--- config.mk ---
export PLATFORM = sky130hd
export DESIGN_NAME = fetch_stage_flat
export DESIGN_NICKNAME = d
export VERILOG_FILES = /design/src/rtl/fetch_stage_if.sv /design/src/rtl/fetch_stage.sv /design/src/flat_wrapper.sv
export SDC_FILE = /design/constraint.sdc
export NUM_CORES = 1
export LEC_CHECK = 0
export BUFFER_PORTS_ARGS = -buffer_cell sky130_fd_sc_hd__buf_2
export CAP_MARGIN = 25
export CORE_UTILIZATION = 52
export CTS_CLUSTER_DIAMETER = 50
export CTS_CLUSTER_SIZE = 12
export DETAILED_ROUTE_END_ITERATION = 7
export GPL_ROUTABILITY_DRIVEN = 0
export PLACE_DENSITY = 0.85
export SYNTH_ARGS = -nofsm -noshare
export SYNTH_HDL_FRONTEND = slang
export SYNTH_SLANG_ARGS = --single-unit
--- constraint.sdc ---
create_clock -name clk -period 5.9 [get_ports clk]
set_clock_uncertainty 0.2 [all_clocks]
set_input_delay 1.18 -clock clk [delete_from_list [all_inputs] [get_ports clk]]
set_output_delay 1.18 -clock clk [all_outputs]
set_load 0.02 [all_outputs]
--- src/rtl/fetch_stage_if.sv ---
// Fetch-stage bundle: hazard/redirect controls, instruction-memory port and IF/ID outputs.
// misalign_o exists only when FETCH_ALIGN_CHECK_EN is defined.
interface fetch_stage_if;
    logic        stall_i;
    logic        flush_i;
    logic        redirect_i;
    logic [63:0] redirect_pc_i;
    logic [63:0] imem_addr_o;
    logic [31:0] imem_data_i;
    logic        ifid_valid_o;
    logic [31:0] ifid_instr_o;
    logic [63:0] ifid_pc_o;
    logic [63:0] ifid_pc_plus4_o;
    logic        halted_o;
`ifdef FETCH_ALIGN_CHECK_EN
    logic        misalign_o;
`endif

    modport master (
        input  stall_i, flush_i, redirect_i, redirect_pc_i, imem_data_i,
        output imem_addr_o, ifid_valid_o, ifid_instr_o, ifid_pc_o, ifid_pc_plus4_o,
`ifdef FETCH_ALIGN_CHECK_EN
        output misalign_o,
`endif
        output halted_o
    );

    modport slave (
        output stall_i, flush_i, redirect_i, redirect_pc_i, imem_data_i,
        input  imem_addr_o, ifid_valid_o, ifid_instr_o, ifid_pc_o, ifid_pc_plus4_o,
`ifdef FETCH_ALIGN_CHECK_EN
        input  misalign_o,
`endif
        input  halted_o
    );
endinterface

--- src/rtl/fetch_stage.sv ---
// LEGv8 instruction-fetch stage: PC register, zero-latency imem port, IF/ID register.
// Optional FETCH_ALIGN_CHECK_EN: force redirect targets word-aligned and flag it (sticky misalign_o).
module fetch_stage #(
    parameter logic [63:0] RESET_PC = 64'd0,
    parameter logic [63:0] END_PC   = 64'd40
) (
    input  logic          clk,
    input  logic          rst_n,
    fetch_stage_if.master bus
);

    logic [63:0] pc;
    logic [63:0] pc_plus4;
    logic [63:0] target;
    logic        halted;

    logic        ifid_valid;
    logic [31:0] ifid_instr;
    logic [63:0] ifid_pc;
    logic [63:0] ifid_pc_plus4;

    assign pc_plus4 = pc + 64'd4;
    assign halted   = (pc >= END_PC);

`ifdef FETCH_ALIGN_CHECK_EN
    logic misalign;
    logic target_misaligned;

    assign target            = {bus.redirect_pc_i[63:2], 2'b00};
    assign target_misaligned = |bus.redirect_pc_i[1:0];

    always_ff @(posedge clk or negedge rst_n) begin
        if (!rst_n) begin
            misalign <= 1'b0;
        end else if (bus.redirect_i && target_misaligned) begin
            misalign <= 1'b1;
        end
    end

    assign bus.misalign_o = misalign;
`else
    assign target = bus.redirect_pc_i;
`endif

    // Program counter: redirect > stall > (advance unless halted).
    always_ff @(posedge clk or negedge rst_n) begin
        if (!rst_n) begin
            pc <= RESET_PC;
        end else if (bus.redirect_i) begin
            pc <= target;
        end else if (bus.stall_i) begin
            pc <= pc;
        end else if (!halted) begin
            pc <= pc_plus4;
        end
    end

    // IF/ID: captures only on a clean cycle; stall without flush holds, everything else bubbles.
    always_ff @(posedge clk or negedge rst_n) begin
        if (!rst_n) begin
            ifid_valid    <= 1'b0;
            ifid_instr    <= '0;
            ifid_pc       <= '0;
            ifid_pc_plus4 <= '0;
        end else if (bus.redirect_i) begin
            ifid_valid    <= 1'b0;
            ifid_instr    <= '0;
            ifid_pc       <= '0;
            ifid_pc_plus4 <= '0;
        end else if (bus.stall_i && !bus.flush_i) begin
            ifid_valid    <= ifid_valid;
        end else if (bus.stall_i || bus.flush_i || halted) begin
            ifid_valid    <= 1'b0;
            ifid_instr    <= '0;
            ifid_pc       <= '0;
            ifid_pc_plus4 <= '0;
        end else begin
            ifid_valid    <= 1'b1;
            ifid_instr    <= bus.imem_data_i;
            ifid_pc       <= pc;
            ifid_pc_plus4 <= pc_plus4;
        end
    end

    assign bus.imem_addr_o     = pc;
    assign bus.halted_o        = halted;
    assign bus.ifid_valid_o    = ifid_valid;
    assign bus.ifid_instr_o    = ifid_instr;
    assign bus.ifid_pc_o       = ifid_pc;
    assign bus.ifid_pc_plus4_o = ifid_pc_plus4;

endmodule

--- src/flat_wrapper.sv ---
// flat-port wrapper written by rule: the top's interface ports become plain ports
module fetch_stage_flat 
#(
    parameter logic [63:0] RESET_PC = 64'd0,
    parameter logic [63:0] END_PC   = 64'd40
)
  (clk, rst_n, bus_stall_i, bus_flush_i, bus_redirect_i, bus_redirect_pc_i, bus_imem_data_i, bus_imem_addr_o, bus_ifid_valid_o, bus_ifid_instr_o, bus_ifid_pc_o, bus_ifid_pc_plus4_o, bus_halted_o);
  fetch_stage_if bus_i ();
  input  logic clk;
  input  logic rst_n;
  input wire logic [$bits(bus_i.stall_i)-1:0] bus_stall_i;
  input wire logic [$bits(bus_i.flush_i)-1:0] bus_flush_i;
  input wire logic [$bits(bus_i.redirect_i)-1:0] bus_redirect_i;
  input wire logic [$bits(bus_i.redirect_pc_i)-1:0] bus_redirect_pc_i;
  input wire logic [$bits(bus_i.imem_data_i)-1:0] bus_imem_data_i;
  output wire logic [$bits(bus_i.imem_addr_o)-1:0] bus_imem_addr_o;
  output wire logic [$bits(bus_i.ifid_valid_o)-1:0] bus_ifid_valid_o;
  output wire logic [$bits(bus_i.ifid_instr_o)-1:0] bus_ifid_instr_o;
  output wire logic [$bits(bus_i.ifid_pc_o)-1:0] bus_ifid_pc_o;
  output wire logic [$bits(bus_i.ifid_pc_plus4_o)-1:0] bus_ifid_pc_plus4_o;
  output wire logic [$bits(bus_i.halted_o)-1:0] bus_halted_o;
  assign bus_i.stall_i = bus_stall_i;
  assign bus_i.flush_i = bus_flush_i;
  assign bus_i.redirect_i = bus_redirect_i;
  assign bus_i.redirect_pc_i = bus_redirect_pc_i;
  assign bus_i.imem_data_i = bus_imem_data_i;
  assign bus_imem_addr_o = bus_i.imem_addr_o;
  assign bus_ifid_valid_o = bus_i.ifid_valid_o;
  assign bus_ifid_instr_o = bus_i.ifid_instr_o;
  assign bus_ifid_pc_o = bus_i.ifid_pc_o;
  assign bus_ifid_pc_plus4_o = bus_i.ifid_pc_plus4_o;
  assign bus_halted_o = bus_i.halted_o;
  fetch_stage #(.RESET_PC(RESET_PC), .END_PC(END_PC)) u_core (.clk(clk), .rst_n(rst_n), .bus(bus_i));
endmodule
==> metrics.md, run 1 <==
| Metric | Value |
|---|---|
| First-pass GRT wire length | ~31000 um |
| Later-pin clock latency in the skew report | approximately 0.51 ns |
| FF-to-FF Start | u_core.bus.imem_addr_o[26] |
| Syn Inst Count | 621 |
| Routed Antenna Nets | 0 |
| Status | completed |
| Mapped Area | around 0.008 mm^2 |
| Main synth FF type | dfrtp_1 |
| Pin count of the biggest net entering global routing | 123 |
| CTS buffer count | 23 |
| Hold path depth | 1 |
| Finished Core Util | 0.6943 |
| Final setup fails | 0 |
| Post-CTS Hold Buffers | 0 |
| Combinational fraction of design power | 0.084 |
| Final min period | 4.068 ns |
| Die width | 127.2 um |
| Cell with the most instances after synthesis | dfrtp_1 |
| Power share of the sequential group | 0.508 |
| Num rows | between 40 and 50 |
| Share of layout cells above drive strength 1 | 0.4537 |
| Max Clk Rate | between 0.2 and 0.25 GHz |
| Synth area leader | dfrtp_1 |
| Via count | 5942 |
| Max Buffers Root-to-Sink | 3 |
| Number of global-route vias before repair | 5793 |
| Hold path startpoint | u_core.bus.ifid_pc_o[31] |
| Clk Tree Root Cell | clkbuf_16 |
| Yosys top cell area share | 0.6848 |
| Synth-to-Final Area Change | 30.00% |
| Net Switching | around 750 uW |
| Asr flop ratio synth | 1.000 |
| GRT overflow | 0 |
| Post-synth EDFFs | 0 |
| Cells on worst reg2reg path | 6 |
| Unrepaired setup endpoints after global routing | false |
| #FFs+latches synth | about 220 |
| # fillers | 1089 |
| Setup tns final | 0 ns |
| Detailed-route wire length per cell | ~17 um |
| Placed Area | slightly below 0.01 mm^2 |
| Crit start category | flop |
| Final hold violation count | 0 |
| Port bufs | around 330 |
| Req. time, crit path | approximately 4.5 ns |
| CTS sink count | 223 |
| Die ar. | ~0.016 mm^2 |
| Post-route cell area | 0.01059 mm^2 |
| Gr usage total | 0.2417 |
| Post-Layout Cell Count | around 1200 |
| Placed insts | between 1000 and 1500 |
| Yosys warnings | 0 |
| TritonCTS clock tree | done |
| Period utilization | 0.6895 |
| Initial antenna violation count | 0 |
| Core ar. | roughly 0.015 mm^2 |
| Flop2flop setup slack | approximately 3.3 ns |
| Die height | roughly 130 um |
| Min-delay worst type | flop to flop |
| Syn Area/Cell | about 13 um^2 |
| Power per cell area | 300.0 mW/mm^2 |
| Post-synth cell types | 31 |
| Syn Nets | just over 700 |
| Routed WL | slightly below 20000 um |
| Post-CTS Setup Bufs | 0 |
| Final Max Slew Viols | 0 |
| H-tree depth reported by CTS | 1 |
| Drt first pass iters | 5 |
| Antenna cells | 0 |
| Via-per-instance ratio | approximately 5.2 |
| Critical Path End Type | primary output |
| Slew HR | 0.4334 |
| Synth area leaders | dfrtp_1, and2_1, mux2_2 |
| Clk pwr share | 0.408 |
| Starting Density | 0.5341 |
| Hpwl dp | ~14000 um |
| Setup Crit Path Kind | flop to primary output |
| Max Fanout on Critical Path | 49 |
| Internal | between 2 and 2.5 mW |
| Critical Path AT | ~2.7 ns |
| Pleak | ~5.6 nW |
| Reg2reg end | u_core.bus.imem_addr_o[5] |
| Switching share of power | 0.2368 |
| Most frequent cells after synthesis | dfrtp_1, and2_1, mux2_2, nand2_1, nand4_1 |
| Worst-Margin Slew | 0.8500 ns |
| Ports | roughly 330 |
| CTS clk-pin slew, worst paths | 0.06 ns |
| Worst vdd ir | 0.2344 mV |
| Max cap viols | 0 |
| Final Power | ~3.2 mW |
| DRC violations left | 0 |
| Sequential fraction of the synthesis area | 0.6848 |
| Final net count | around 1000 |
| DRT iter0 DRCs | about 370 |
| Endpoint, Worst Hold | u_core.bus.ifid_pc_o[31] |
| Post-CTS resize count | 0 |
[critical path, cell delays in order (launching register included)]
cell and delay [ns]:
dfrtp_1 0.41, nor4_1 0.42, nand4_1 0.21, a2111oi_4 0.31
buf_4 0.46, nand2_1 0.16, buf_2 0.20
[power groups by stage]
| stage | combinational [mW] | clock, mW | sequential (mW) |
|---|---|---|---|
| floorplan | 0.0822 | 0 | 1.69 |
| global placement | 0.266 | 0 | 1.64 |
| detailed placement | 0.269 | 0 | 1.64 |
| CTS | 0.270 | 1.33 | 1.61 |
| global route | 0.289 | 1.39 | 1.62 |
| finish | 0.267 | 1.30 | 1.62 |
[logic make-up (layout without fill, tap and decap cells)]
| kind of cell | count (synthesis) | after routing | share of synthesized area |
|---|---|---|---|
| compound gates | 52 | 52 | 0.03962 |
| buf+inv | 50 | 368 | 0.02533 |
| fa+ha+maj | 2 | 2 | 0.003070 |
| xor+xnor | 2 | 2 | 0.002150 |
| flops | 223 | 223 | 0.6848 |
| simple gates | 231 | 231 | 0.1609 |
| mux | 61 | 61 | 0.08414 |
[worst max-delay path by stage]
stage / startpoint / to / slack (ns) / cells after the start
after detailed placement: u_core.bus.imem_addr_o[2] / bus_halted_o / 2.37 / 7
after global placement: u_core.bus.imem_addr_o[26] / bus_halted_o / 2.37 / 6
after floorplan: u_core.bus.imem_addr_o[2] / bus_halted_o / 2.70 / 6
final: u_core.bus.imem_addr_o[26] / bus_halted_o / 1.83 / 6
after CTS: u_core.bus.imem_addr_o[2] / bus_halted_o / 1.82 / 7
after global routing: u_core.bus.imem_addr_o[26] / bus_halted_o / 1.65 / 6
[sequential cells by signal, summed over array words and instances (netlist names)]
name,flops
u_core.bus.ifid_instr_o,32
u_core.bus.ifid_pc_plus4_o,62
u_core.bus.imem_addr_o,64
u_core.bus.ifid_pc_o,64
u_core.bus.ifid_valid_o,1
[metal layers]
layer	routed length [um]	vias up	global-route usage
li1	-	2729	-
met1	8039	2883	0.3176
met2	9386	277	0.3862
met3	1512	53	0.05570
met4	774	0	0.1106
met5	0	-	0
[area by class of cell]
cell class	count	area, um^2	area share
tap	211	264.0	0.02492
sequential	223	5580	0.5268
inverter	4	15.01	0.001417
timing repair buffer	334	1713	0.1617
clock inverter	4	65.06	0.006141
clock buffer	26	586.8	0.05539
multi-input combinational	348	2370	0.2237
[per-stage QoR]
stage,setup slack [ns],hold WS [ns]
final,1.832,0.2776
after global placement,2.370,0.2644
after detailed placement,2.366,0.2653
after floorplan,2.704,0.4040
after CTS,1.821,0.2812
after global routing,1.648,0.2846
[cells in the final DEF (no fill, tap or decap), types with 2 or more instances in the layout]
cell        Yosys  final
buf_2           3    325
clkbuf_16       0     23
clkbuf_1       37      3
inv_1           4      4
mux2_2         60     60
a32oi_1         3      3
nand4_1        41     41
nor2_1         12     11
nand2_1        41     41
a21oi_1        40     40
dfrtp_1       223    223
a31oi_1         2      2
ha_1            2      2
and2_1        116    116
clkinvlp_4      0      2
nand3_1         3      3
nor4_1         14     14
buf_4           4      7
(Power assumes the default switching activity.)
==> run 2: changes to the inputs <==
--- a/config.mk
+++ b/config.mk
@@ -5,14 +5,15 @@
 export SDC_FILE = /design/constraint.sdc
 export NUM_CORES = 1
 export LEC_CHECK = 0
+export ABC_AREA = 1
 export BUFFER_PORTS_ARGS = -buffer_cell sky130_fd_sc_hd__buf_2
 export CAP_MARGIN = 25
-export CORE_UTILIZATION = 52
+export CORE_UTILIZATION = 44
 export CTS_CLUSTER_DIAMETER = 50
 export CTS_CLUSTER_SIZE = 12
 export DETAILED_ROUTE_END_ITERATION = 7
 export GPL_ROUTABILITY_DRIVEN = 0
-export PLACE_DENSITY = 0.85
+export PLACE_DENSITY = 0.76
 export SYNTH_ARGS = -nofsm -noshare
 export SYNTH_HDL_FRONTEND = slang
 export SYNTH_SLANG_ARGS = --single-unit
==> constraint.sdc (replaced) <==
create_clock -name clk -period 3.5 [get_ports clk]
set_clock_uncertainty 0.2 [all_clocks]
set_input_delay 0.7 -clock clk [delete_from_list [all_inputs] [get_ports clk]]
set_output_delay 0.7 -clock clk [all_outputs]
set_load 0.02 [all_outputs]
==> run 2 against run 1 <==
The flow now finishes with violations (negative hold slack). Non-clock buffer count up 5. Global-route usage decreased by 2.4 points. Critical path depth up 3. Sequential power up 68%. Die area is 23% higher. Hold slack lost 0.30 ns.
==> metrics.md, run 2 <==
| Metric | Value |
|---|---|
| First-pass GRT wire length | 34610 um |
| Req. time, crit path | ~2.6 ns |
| Starting Density | 0.4526 |
| Worst vdd ir | slightly below 0.4 mV |
| Max cap viols | 0 |
| Share of layout cells above drive strength 1 | 0.3057 |
| Port bufs | about 330 |
| Crit start category | flop |
| Clk Tree Root Cell | clkbuf_16 |
| Routed Antenna Nets | 0 |
| Period utilization | 0.8104 |
| Flop2flop setup slack | 1.00 ns |
| Setup tns final | 0 ns |
| Hold slack | -0.02378 ns |
| CTS buffer count | 25 |
| Failing checks | negative hold slack |
| Critical Path AT | 1.94 ns |
| Cell with the most instances after synthesis | nand2_1 |
| Critical Path End Type | primary output |
| Core ar. | around 0.019 mm^2 |
| Pleak | between 6 and 7 nW |
| Commonest non-fill, non-tap cells in the layout | buf_2, nand2_1, dfrtp_1, nor2_1, inv_1 |
| Commonest non-fill, non-tap cell in the layout | buf_2 |
| Pre-CTS WS | about 0.9 ns |
| Synth-to-Final Area Change | 30.24% |
| Synth area leaders | dfrtp_1, nand2_1, nor2_1 |
| Post-Layout Cell Count | 1504 |
| TritonCTS clock tree | done |
| Syn Inst Count | a little over 900 |
| Ports | approximately 330 |
| H-tree depth reported by CTS | 1 |
| Post-synth cell types | 18 |
| Reg2reg end | u_core.bus.ifid_instr_o[28] |
| CTS clk-pin slew, worst paths | 0.06 ns |
| PnR worst setup slack | roughly 0.66 ns |
| Yosys warnings | 0 |
| Final min period | 2.837 ns |
| Power per cell area | 496.1 mW/mm^2 |
| Max Fanout on Critical Path | 7 |
| Final net count | roughly 1300 |
| Die ar. | ~0.02 mm^2 |
| Die width | 141.2 um |
| Cells on worst reg2reg path | 10 |
| Hpwl dp | roughly 15000 um |
| Post-CTS Setup Bufs | 0 |
| CTS sink count | approximately 220 |
| Syn Area/Cell | roughly 9 um^2 |
| Pin count of the biggest net entering global routing | between 100 and 150 |
| Num rows | 50 |
| #FFs+latches synth | about 220 |
| Slew HR | 0.4622 |
| Finished Core Util | 0.5895 |
| Worst-Margin Slew | approximately 0.81 ns |
| Initial antenna violation count | 1 |
| Later-pin clock latency in the skew report | around 0.51 ns |
| Main synth FF type | dfrtp_1 |
| Number of global-route vias before repair | between 6000 and 7000 |
| Max Buffers Root-to-Sink | 3 |
| Status | finished with violations |
| Via-per-instance ratio | roughly 4.7 |
| Min-delay worst type | input port to asynchronous set/reset pin |
| Most frequent cells after synthesis | nand2_1, dfrtp_1, nor2_1, inv_1, nand3_1 |
| Asr flop ratio synth | 1.000 |
| Detailed-route wire length per cell | between 10 and 15 um |
| Post-CTS resize count | 0 |
| DRC violations left | 0 |
| Final Max Slew Viols | 0 |
| Drt first pass iters | 4 |
| Routed WL | ~22000 um |
| Unrepaired setup endpoints after global routing | false |
| DRT iter0 DRCs | between 300 and 400 |
| Synth area leader | dfrtp_1 |
| Post-synth EDFFs | 0 |
| Sequential fraction of the synthesis area | 0.6547 |
| Gr usage total | 0.2181 |
| Mapped Area | 0.008523 mm^2 |
| FF-to-FF Start | u_core.bus.imem_addr_o[2] |
| Via count | 7011 |
| Die height | 141.2 um |
| Final hold violation count | 19 |
| Placed insts | 1469 |
| Setup Crit Path Kind | flop to primary output |
| Max Clk Rate | 0.3525 GHz |
| Final setup fails | 0 |
| Post-CTS Hold Buffers | 0 |
| Yosys top cell area share | 0.6547 |
| Syn Nets | 1025 |
| GRT overflow | 0 |
[run 2: cell count changes after synthesis, moves of 6 or more]
cell      before  now
mux2_2        60    0
and2_1       116    0
clkbuf_1      37   22
buf_2          3   13
a21oi_1       40    0
buf_1          2    8
nand3_1        3   71
nand2_1       41  240
inv_1          4  124
nor2_1        12  155
nor4_1        14    0
[run 2: layout make-up]
class | instances | area [um^2]
fillers | 1603 | 7730
multi-input cells | 521 | 2225
inverters | 127 | 476.7
repair buffers | 339 | 1784
well taps | 260 | 325.3
clock buffers | 26 | 629.4
flip-flops and latches | 223 | 5580
diodes | 1 | 2.502
clock inverters | 7 | 77.57
[run 2: worst max-delay path, cell delays in order, from the launching register on]
cell and delay [ns]:
dfrtp_1 0.52, inv_1 0.10, ha_1 0.21, nand2_1 0.06
nand2_1 0.05, nand2_1 0.08, nand2_1 0.05, inv_1 0.08
nand3_1 0.10, buf_2 0.18
[run 2: worst max-delay path by stage]
stage                                          from                        endpoint  slack, ns  cells past startpoint
after floorplan           u_core.bus.imem_addr_o[2]                    bus_halted_o       1.32                      8
after global placement               bus_redirect_i  u_core.bus.ifid_pc_plus4_o[19]       0.96                      5
after detailed placement             bus_redirect_i         u_core.bus.ifid_pc_o[7]       0.88                      5
after CTS                 u_core.bus.imem_addr_o[2]                    bus_halted_o       0.63                      9
after global routing      u_core.bus.imem_addr_o[2]                    bus_halted_o       0.51                      9
final                     u_core.bus.imem_addr_o[2]                    bus_halted_o       0.66                      9
[run 2: metrics by stage]
step / power (mW) / instance area, um^2
3_5_place_dp: 3.235 / 10360
3_3_place_gp: 3.226 / 10360
2_1_floorplan: 2.987 / 8523
6_report: 5.507 / 11100
5_1_grt: 5.721 / 11100
4_1_cts: 5.572 / 11070
[run 2: power breakdown]
group / switching (mW) / internal (mW) / total [mW]
clock network: 0.961 / 1.36 / 2.32
logic: 0.316 / 0.156 / 0.472
registers: 0.0688 / 2.65 / 2.72
[run 2: cell families (layout without fill, tap and decap cells)]
kind of cell / after synthesis / in the layout / share of synthesized area
other: 0 / 1 / 0
XOR/XNOR: 2 / 2 / 0.002056
adder cells (fa/ha/maj): 2 / 2 / 0.002936
AO/OA/AOI/OAI: 3 / 3 / 0.001761
buffers and inverters: 178 / 499 / 0.08514
AND/OR/NAND/NOR: 514 / 514 / 0.2534
flip-flops: 223 / 223 / 0.6547
[run 2: routing by layer]
metal / share of wire / wire length [um] / vias to the layer above / global-route usage
met5: 0 / 0 / - / 0
met4: 0.012 / 251 / 0 / 0.04577
li1: - / - / 3417 / -
met1: 0.42 / 9077 / 3297 / 0.2689
met2: 0.50 / 10800 / 277 / 0.3828
met3: 0.077 / 1671 / 20 / 0.05910
==> run 3: changes to the inputs <==
==> constraint.sdc (replaced) <==
create_clock -name clk -period 2.3 [get_ports clk]
set_clock_uncertainty 0.2 [all_clocks]
set_input_delay 0.46 -clock clk [delete_from_list [all_inputs] [get_ports clk]]
set_output_delay 0.46 -clock clk [all_outputs]
set_load 0.02 [all_outputs]
==> run 3 against run 2 <==
Sequential cell count unchanged. Via count increased by 12%. Cell count increased by 8.5%. Combinational power increased by 100%. The run ends with negative setup slack left. Non-clock buffer count increased by 121. Setup slack got worse by 0.79 ns. Utilization increased by 7.1 points. Register-to-register slack got worse by 1.1 ns. Count of clock-buffer cells in the layout increased by 5. Critical path type unchanged. Hold slack improved by 0.031 ns. Cell area increased by 12%. Largest power group unchanged. First-iteration DRC count increased by 29%.
==> metrics.md, run 3 (synthesis results as in run 2) <==
| Metric | Value |
|---|---|
| Unrepaired setup endpoints after global routing | true |
| Commonest non-fill, non-tap cells in the layout | buf_2, nand2_1, dfrtp_1, nor2_1, inv_1 |
| Combinational fraction of design power | 0.106 |
| Ports | between 300 and 400 |
| Share of layout cells above drive strength 1 | 0.3229 |
| Setup tns final | -0.2965 ns |
| Detailed-route wire length per cell | between 15 and 20 um |
| Internal | 6.652 mW |
| Via-per-instance ratio | between 4 and 5 |
| Power per cell area | between 700 and 800 mW/mm^2 |
| Number of global-route vias before repair | slightly below 8000 |
| Antenna cells | 0 |
| Net Switching | around 2.3 mW |
| Gr usage total | 0.2490 |
| # fillers | between 1000 and 1500 |
| First-pass GRT wire length | around 40000 um |
| Initial antenna violation count | 0 |
| Num rows | 50 |
| Placed insts | between 1000 and 1500 |
| Die ar. | roughly 0.020 mm^2 |
| Wire length on met1 | about 10000 um |
| Period utilization | 1.056 |
| Status | finished with violations |
| Final Power | approximately 9 mW |
| Core ar. | around 0.019 mm^2 |
| GRT overflow | 0 |
| Failing checks | negative setup slack |
| H-tree depth reported by CTS | 1 |
| Max cap viols | 0 |
| Met2 Wirelength | 12240 um |
| Max Fanout on Critical Path | 3 |
| DRT iter0 DRCs | 424 |
| Critical-path cell list | nor2_2, nand2_1, nor2_2, inv_1, nor2_2, nand3_2, buf_6 |
| Final net count | ~1500 |
| Flop2flop setup slack | -0.05 ns |
| Later-pin clock latency in the skew report | 0.52 ns |
| Post-Layout Cell Count | ~1600 |
| Crit path max-delay family | simple AND/OR/NAND/NOR gates |
| Final hold violation count | 0 |
| Min-delay worst type | input port to flop |
| CTS sink count | roughly 220 |
| Met3 wire len | between 2000 and 2500 um |
| Pin count of the biggest net entering global routing | 91 |
| Max Buffers Root-to-Sink | 3 |
| Max Clk Rate | 0.4119 GHz |
| Worst vdd ir | between 0.6 and 0.7 mV |
| Clk pwr share | 0.430 |
| Via count | around 8000 |
| Req. time, crit path | 1.64 ns |
| Finished Core Util | 0.6609 |
| CTS clk-pin slew, worst paths | roughly 0.05 ns |
| Starting Density | 0.4526 |
| Placed Area | approximately 0.011 mm^2 |
| Crit start category | flop |
| CP most frequent cell | nor2_2 |
| Setup Crit Path Kind | flop to primary output |
| Worst Path Buf+Inv | 2 |
| Worst path slowest cell | dfrtp_1 |
| Critical Path AT | ~1.8 ns |
| Routed Antenna Nets | 0 |
| Slew HR | 0.6580 |
| Port bufs | 326 |
| Die width | 141.2 um |
| Critical Path End Type | primary output |
| Routed WL | ~25000 um |
| Post-route cell area | ~0.012 mm^2 |
| Final min period | ~2.4 ns |
| Final Max Slew Viols | 0 |
| DRC violations left | 0 |
| Synth-to-Final Area Change | 46.01% |
| Clk Tree Root Cell | clkbuf_16 |
| CTS buffer count | 27 |
| Drt first pass iters | 5 |
| Switching share of power | 0.2529 |
| Worst-Margin Slew | just over 0.5 ns |
| Top sig layer | met4 |
| Power share of the sequential group | 0.464 |
| Pleak | 6.816 nW |
| PnR worst setup slack | -0.1280 ns |
| Final setup fails | 5 |
| Critical Path Max Stage Delay | 0.41 ns |
| TritonCTS clock tree | done |
| Commonest non-fill, non-tap cell in the layout | buf_2 |
| Die height | approximately 140 um |
| Hpwl dp | ~15000 um |
run 3: cell types whose count changed in the layout (fill, tap and decap cells not counted), moves of 4 or more:
cell	before	now
dlygate4sd3_1	0	88
nor2_1	155	144
nand3_2	0	5
buf_12	2	7
buf_4	10	38
nand2_1	239	235
nor2_2	0	11
nand3_1	71	66
run 3: final timing paths:
path                                          startpoint                             to  cells after the start
max                            u_core.bus.imem_addr_o[6]                   bus_halted_o                      7
min                                  bus_imem_data_i[20]    u_core.bus.ifid_instr_o[20]                      3
max reg2reg                    u_core.bus.imem_addr_o[6]      u_core.bus.imem_addr_o[2]                     15
min reg2reg                u_core.bus.ifid_pc_plus4_o[3]  u_core.bus.ifid_pc_plus4_o[3]                      2
max in group asynchronous                          rst_n      u_core.bus.imem_addr_o[3]                      3
min in group asynchronous                          rst_n     u_core.bus.imem_addr_o[26]                      2
run 3: cell type report:
| cell class | count | area (um^2) | area share |
|---|---|---|---|
| Clock inverter | 10 | 82.58 | 0.006636 |
| Tap cell | 260 | 325.3 | 0.02614 |
| Clock buffer | 31 | 720.7 | 0.05791 |
| Multi-Input combinational cell | 521 | 2292 | 0.1842 |
| Sequential cell | 223 | 5582 | 0.4485 |
| Inverter | 127 | 476.7 | 0.03831 |
| Timing Repair Buffer | 460 | 2965 | 0.2383 |
run 3: per-layer routing:
layer  GRT usage  vias to the layer above
met2      0.4182                      411
met1      0.3050                     3692
li1            -                     3666
met3     0.06760                       70
met4     0.09783                        0
met5           0                        -
run 3: metrics by stage:
step / setup slack [ns] / hold WS (ns)
after floorplan: 0.3630 / -0.03559
after global placement: 0.3871 / 0.2270
after detailed placement: 0.3154 / 0.2305
after CTS: -0.07307 / 0.003607
after global routing: -0.2484 / 0.008056
final: -0.1280 / 0.007662
run 3: power groups by stage:
stage / clock network, mW / registers, mW / logic, mW
finish: 3.83 / 4.13 / 0.942
global placement: 0 / 4.19 / 0.738
detailed placement: 0 / 4.20 / 0.748
floorplan: 0 / 4.31 / 0.239
global route: 4.11 / 4.14 / 1.02
CTS: 3.92 / 4.12 / 0.891
run 3: worst register-to-register path: stages, from the launching register on:
cell     delay (ns)
dfrtp_1        0.41
nor2_2         0.14
nand2_1        0.07
nor2_2         0.10
inv_1          0.07
nor2_2         0.17
nand3_2        0.14
buf_4          0.16
buf_4          0.12
buf_4          0.12
buf_4          0.12
buf_4          0.12
buf_4          0.13
nand2_4        0.08
nand3_2        0.07
nand2_1        0.08
run 3: repair_timing:
| action | CTS | global route |
|---|---|---|
| resized for setup | 11 | 15 |
| hold buffers | 88 | 0 |
| pin swaps | 7 | 9 |
| hold endpoints to repair | 138 | 0 |
| setup endpoints to repair | 1 | 5 |
| buffers inserted | 14 | 10 |
